### src/rtl/burst_pkg.sv
// Shared constants and width helpers for the online-arithmetic output path.
package burst_pkg;

  localparam int unsigned DEFAULT_NO_OF_DIGITS = 8;
  localparam int unsigned DEFAULT_RADIX_BITS   = 3;
  localparam int unsigned DEFAULT_BURST_INDEX  = 8;
  localparam int unsigned BEAT_CNT_BITS        = 4;

  // A digit vector carries one guard digit beyond the result digits.
  function automatic int unsigned calc_no_of_bits(input int unsigned digits,
                                                  input int unsigned rbits);
    return (digits + 1) * rbits;
  endfunction

  function automatic int unsigned calc_word_width(input int unsigned nbits,
                                                  input int unsigned beats);
    return nbits * beats;
  endfunction

  localparam int unsigned DEFAULT_NO_OF_BITS =
    calc_no_of_bits(DEFAULT_NO_OF_DIGITS, DEFAULT_RADIX_BITS);
  localparam int unsigned DEFAULT_WORD_WIDTH =
    calc_word_width(DEFAULT_NO_OF_BITS, DEFAULT_BURST_INDEX);

endpackage

### src/rtl/burst_word_fifo.sv
// Two-entry first-word-first-out buffer; dout is the registered head entry.
module burst_word_fifo
  import burst_pkg::*;
#(
  parameter int unsigned width = DEFAULT_WORD_WIDTH
) (
  input  logic             variable_clk,
  input  logic             reset_n,
  input  logic             clear,
  input  logic             push,
  input  logic             pop,
  input  logic [width-1:0] din,
  output logic [width-1:0] dout,
  output logic             empty,
  output logic             full
);

  logic [width-1:0] tail_q;
  logic [1:0]       count_q;
  logic [width-1:0] head_n;
  logic [width-1:0] tail_n;
  logic [1:0]       count_n;
  logic             pop_ok_c;
  logic             push_ok_c;

  // A push into a full buffer is accepted only when the head leaves at the same edge.
  assign pop_ok_c  = pop & ~empty;
  assign push_ok_c = push & (~full | pop_ok_c);

  always_comb begin
    head_n  = dout;
    tail_n  = tail_q;
    count_n = count_q;
    unique case ({push_ok_c, pop_ok_c})
      2'b10: begin
        if (empty) head_n = din;
        else       tail_n = din;
        count_n = count_q + 2'd1;
      end
      2'b01: begin
        if (full) head_n = tail_q;
        count_n = count_q - 2'd1;
      end
      2'b11: begin
        if (full) begin
          head_n = tail_q;
          tail_n = din;
        end else begin
          head_n = din;
        end
      end
      default: ;
    endcase
  end

  always_ff @(posedge variable_clk or negedge reset_n) begin
    if (!reset_n) begin
      dout    <= '0;
      tail_q  <= '0;
      count_q <= '0;
      empty   <= 1'b1;
      full    <= 1'b0;
    end else if (clear) begin
      dout    <= '0;
      tail_q  <= '0;
      count_q <= '0;
      empty   <= 1'b1;
      full    <= 1'b0;
    end else begin
      dout    <= head_n;
      tail_q  <= tail_n;
      count_q <= count_n;
      empty   <= (count_n == 2'd0);
      full    <= (count_n == 2'd2);
    end
  end

endmodule

### src/rtl/burst_mem_writer.sv
// Packs burst_index valid digit vectors per memory word and writes them out
// through a 2-entry FIFO with an auto-incrementing address.
module burst_mem_writer
  import burst_pkg::*;
#(
  parameter int unsigned no_of_digits = DEFAULT_NO_OF_DIGITS,
  parameter int unsigned radix_bits   = DEFAULT_RADIX_BITS,
  parameter int unsigned burst_index  = DEFAULT_BURST_INDEX,
  parameter int unsigned addr_bits    = 6,
  parameter int unsigned max_words    = 64,
  localparam int unsigned no_of_bits  = calc_no_of_bits(no_of_digits, radix_bits),
  localparam int unsigned word_bits   = calc_word_width(no_of_bits, burst_index)
) (
  input  logic                  variable_clk,
  input  logic                  reset_n,
  input  logic                  clear,
  input  logic [no_of_bits-1:0] Dout,
  input  logic                  dout_valid,
  output logic [word_bits-1:0]  mem_wdata,
  output logic [addr_bits-1:0]  mem_addr,
  output logic                  mem_wr_en,
  input  logic                  mem_ready,
  output logic [addr_bits:0]    words_written,
  output logic                  overflow,
  output logic                  done
);

  localparam int unsigned low_bits = (burst_index - 1) * no_of_bits;
  localparam int unsigned cnt_bits = addr_bits + 1;
  localparam logic [BEAT_CNT_BITS-1:0] last_beat = BEAT_CNT_BITS'(burst_index - 1);
  localparam logic [addr_bits:0]       max_count = cnt_bits'(max_words);

  logic [BEAT_CNT_BITS-1:0] beat_cnt;
  logic [word_bits-1:0]     shift_reg;
  logic [word_bits-1:0]     word_c;
  logic                     accept_c;
  logic                     last_c;
  logic                     pop_c;
  logic                     done_set_c;
  logic                     fifo_empty;
  logic                     fifo_full;

  assign accept_c   = dout_valid & ~done;
  assign last_c     = accept_c & (beat_cnt == last_beat);
  assign word_c     = {shift_reg[low_bits-1:0], Dout};
  assign mem_wr_en  = ~fifo_empty;
  assign pop_c      = mem_wr_en & mem_ready;
  assign done_set_c = pop_c & ~done & (words_written == max_count - cnt_bits'(1));

  // Beat framing; a partial burst is discarded once the write quota is reached.
  always_ff @(posedge variable_clk or negedge reset_n) begin
    if (!reset_n) begin
      beat_cnt  <= '0;
      shift_reg <= '0;
    end else if (clear || done_set_c) begin
      beat_cnt  <= '0;
      shift_reg <= '0;
    end else if (accept_c) begin
      shift_reg <= word_c;
      beat_cnt  <= last_c ? '0 : beat_cnt + BEAT_CNT_BITS'(1);
    end
  end

  // Write-side bookkeeping: address, accepted count, drop flag and completion.
  always_ff @(posedge variable_clk or negedge reset_n) begin
    if (!reset_n) begin
      mem_addr      <= '0;
      words_written <= '0;
      overflow      <= 1'b0;
      done          <= 1'b0;
    end else if (clear) begin
      mem_addr      <= '0;
      words_written <= '0;
      overflow      <= 1'b0;
      done          <= 1'b0;
    end else begin
      if (pop_c) begin
        mem_addr <= mem_addr + addr_bits'(1);
        if (words_written != max_count) words_written <= words_written + cnt_bits'(1);
      end
      if (last_c && fifo_full && !pop_c) overflow <= 1'b1;
      if (done_set_c) done <= 1'b1;
    end
  end

  burst_word_fifo #(
    .width(word_bits)
  ) u_fifo (
    .variable_clk(variable_clk),
    .reset_n     (reset_n),
    .clear       (clear),
    .push        (last_c),
    .pop         (pop_c),
    .din         (word_c),
    .dout        (mem_wdata),
    .empty       (fifo_empty),
    .full        (fifo_full)
  );

endmodule

### config.mk
export PLATFORM = sky130hd
export DESIGN_NAME = burst_mem_writer
export DESIGN_NICKNAME = d
export VERILOG_FILES = /design/src/rtl/burst_pkg.sv /design/src/rtl/burst_word_fifo.sv /design/src/rtl/burst_mem_writer.sv
export SDC_FILE = /design/constraint.sdc
export NUM_CORES = 1
export LEC_CHECK = 0
export CAP_MARGIN = 40
export CORE_MARGIN = 4
export CORE_UTILIZATION = 31
export CTS_BUF_LIST = sky130_fd_sc_hd__clkbuf_2 sky130_fd_sc_hd__clkbuf_4 sky130_fd_sc_hd__clkbuf_8
export DETAILED_ROUTE_END_ITERATION = 10
export GPL_TIMING_DRIVEN = 0
export PLACE_DENSITY = 0.57
export SYNTH_ARGS = -nofsm -noshare
export SYNTH_HDL_FRONTEND = slang
export SYNTH_SLANG_ARGS = --single-unit
### constraint.sdc
create_clock -name variable_clk -period 6 [get_ports variable_clk]
set_input_delay 1.8 -clock variable_clk [delete_from_list [all_inputs] [get_ports variable_clk]]
set_output_delay 1.8 -clock variable_clk [all_outputs]
set_load 0.05 [all_outputs]
==> results.py <==
metrics = {
    "outcome": {
        "status": "complete, no violations",
    },
    "yosys": {
        "yosys_warnings": 0,
        "synthCells": 2625,
        "syn-cell-area_um2": 26320,
        "synth_most_common_cell": "nand2_1",
        "yosysSeqAreaShare_pct": 61.22,
        "synth_seq_cells": 644,
        "synth_largest_area_cell": "dfrtp_1",
        "synth_top_area_share_pct": 61.12,
        "synth_nets": 2664,
        "synth-edff-count": 0,
        "synth_area_leaders": "dfrtp_1, nand2_1, a21oi_1",
        "async_flop_share_pct": 100.0,
        "ys.flop_type": "dfrtp_1",
        "synth_commonest_cells": "nand2_1, dfrtp_1, a21oi_1",
        "avgSynthCellArea_um2": 10.03,
        "ys_types": 38,
    },
    "pwr": {
        "leakage_uw": 0.01320,
        "combPwrFrac_pct": 3.8,
        "seq_power_share_pct": 47.8,
        "powerDensity_nw_per_um2": 277.7,
        "p_int_uw": 7006,
        "p_sw_uw": 2192,
        "netSwitchingFraction_pct": 23.83,
        "total_power_uw": 9198,
        "p_clk_share_pct": 48.4,
        "ir_drop_mv": 0.1970,
    },
    "clock_network": {
        "path_clk_slew_ns": 0.06,
        "htreeDepth": 3,
        "cts.repair.resized": 0,
        "clock_sinks": 644,
        "insertion_delay_ns": 0.73,
        "ctsHoldBuffers": 0,
        "postCtsSetupBuffers": 0,
        "root_buffer": "clkbuf_8",
        "cts_tree": "done",
        "ctsLongestPathBuffers": 3,
        "cts_buffers": 112,
    },
    "timing": {
        "max_freq_ghz": 0.2062,
        "finalCritPeriodShare_pct": 80.81,
        "rsz0062_at_grt": "false",
        "fin_worst_skew_ns": 0.03793,
        "whs_ns": 0.4861,
        "worst_pin_slew_ns": 0.8932,
        "slew_viol_final": 0,
        "finalSetupViolations": 0,
        "fin_tns_setup_ns": 0,
        "relSlewSlack_pct": 40.45,
        "final.min_clock_period_ns": 4.849,
        "hold_violations": 0,
    },
    "cells_and_area": {
        "areaGrowthSynthToFinish_pct": 25.85,
        "fill_cells": 8348,
        "fin_nets": 3052,
        "drive_gt1_share_pct": 8.532,
        "final_area_um2": 33130,
        "instances_no_fill": 4241,
    },
    "detailed_routing": {
        "ant_nets": 0,
        "wl_per_cell_um": 20.27,
        "drtIter0Drc": 1902,
        "vias": 21407,
        "drt-vias-per-instance": 5.048,
        "wirelength_um": 85960,
        "drc": 0,
        "dr.pass1.iters": 5,
    },
    "min_path": {
        "worstHoldPathType": "reg -> reg",
    },
    "critical_path": {
        "crit_path_max_incr_delay_ns": 0.66,
        "path_delay_family": "buffers and inverters",
        "crit_top_cell": "buf_1",
        "cp.required_ns": 6.62,
        "startpoint_type": "input port",
        "critPathBufInv": 4,
        "arrival_ns": 5.47,
        "crit_chain": "clkdlybuf4s50_1 > nor2b_2 > buf_1 > ha_1 > a21oi_1 > nor2_2 > buf_2 > buf_1 > a22oi_1 > o2bb2ai_1",
        "cpMaxStageDelayCell": "nor2_2",
        "path_class": "in -> reg",
        "cp_max_fo": 11,
        "end_kind": "register",
    },
    "floorplanning": {
        "rows": 106,
        "die_y_um": 299.4,
        "start_util_pct": 31.36,
        "coreArea_um2": 83950,
        "die-area_um2": 89640,
        "die_w_um": 299.4,
        "top_level_ports": 264,
    },
    "placed_design": {
        "place_inst": 4032,
        "hpwl_um": 60160,
        "routabilityCongestion": 0.8162,
        "io_buffers": 263,
        "place_area_um2": 30570,
    },
    "grt": {
        "antenna_found_initial": 4,
        "grt_max_degree": 116,
        "overflow": 0,
        "grt_pass1_vias": 21453,
        "grt_pass1_wl_um": 133000,
        "grtUsageTotal_pct": 19.00,
    },
    "run": {
        "max-cap-violations": 0,
    },
}
[power groups by stage]
stage / combinational, µW / clock (µW) / sequential (µW)
floorplan: 147 / 0 / 4460
global route: 390 / 4800 / 4400
CTS: 355 / 4570 / 4400
global placement: 341 / 0 / 4490
finish: 345 / 4450 / 4400
detailed placement: 355 / 0 / 4480
[logic make-up (layout without fill, tap and decap cells)]
| logic type | after synthesis | in the layout | synth area share (%) |
|---|---|---|---|
| xor gates and xnor gates | 14 | 14 | 0.4658 |
| adders and majority gates | 7 | 7 | 0.3327 |
| AOI/OAI and AO/OA | 856 | 856 | 21.49 |
| DFF | 644 | 644 | 61.22 |
| and+or+nand+nor | 867 | 867 | 12.61 |
| other | 0 | 1 | 0 |
| muxes | 1 | 1 | 0.03803 |
| buffers and inverters | 236 | 717 | 3.831 |
[layout by cell type (no fill, tap or decap), types with 20 or more instances in the layout]
master / n
clkbuf_4: 34
clkbuf_8: 148
dfrtp_1: 643
a21oi_1: 414
o2bb2ai_1: 216
nand2_1: 828
clkdlybuf4s50_1: 262
buf_2: 20
buf_1: 27
clkbuf_1: 164
a22oi_1: 216
[path summary, 6_finish.rpt]
kind | start | endpoint | slack, ns | depth (start not counted)
max in group asynchronous | reset_n | u_fifo.dout[66] | 2.77 | 4
setup / recovery | mem_ready | u_fifo.dout[60] | 1.15 | 10
hold reg to reg | u_fifo.dout[111] | u_fifo.dout[111] | 0.49 | 1
setup reg to reg | u_fifo.empty | u_fifo.dout[60] | 2.32 | 9
min in group asynchronous | reset_n | u_fifo.dout[198] | 1.13 | 1
hold / removal | u_fifo.dout[111] | u_fifo.dout[111] | 0.49 | 1
[through the flow]
| stage | setup WS (ns) | utilization [%] |
|---|---|---|
| 3_5_place_dp | 0.4383 | 36.42 |
| 6_report | 1.151 | 39.46 |
| 4_1_cts | 1.207 | 39.44 |
| 2_1_floorplan | 2.210 | - |
| 3_3_place_gp | -26.93 | 36.18 |
| 5_1_grt | 0.9786 | 39.46 |
[layer usage]
layer / global-route usage, % / routed length [µm]
met3: 3.788 / 4789
met2: 30.51 / 40890
met5: 0 / 0
met4: 5.269 / 2150
met1: 26.24 / 38140
[layout make-up]
| class | instances | area, µm² | area share, % |
|---|---|---|---|
| tap | 1134 | 1419 | 4.283 |
| buffer | 230 | 985.9 | 2.976 |
| antenna | 1 | 2.502 | 0.007554 |
| clock inverter | 25 | 247.7 | 0.7478 |
| inverter | 6 | 22.52 | 0.06798 |
| multi-input combinational | 1745 | 9199 | 27.77 |
| sequential | 644 | 16120 | 48.65 |
| clock buffer | 182 | 2292 | 6.919 |
| timing repair buffer | 274 | 2843 | 8.581 |
No activity file was read; power rests on OpenSTA's default activity.
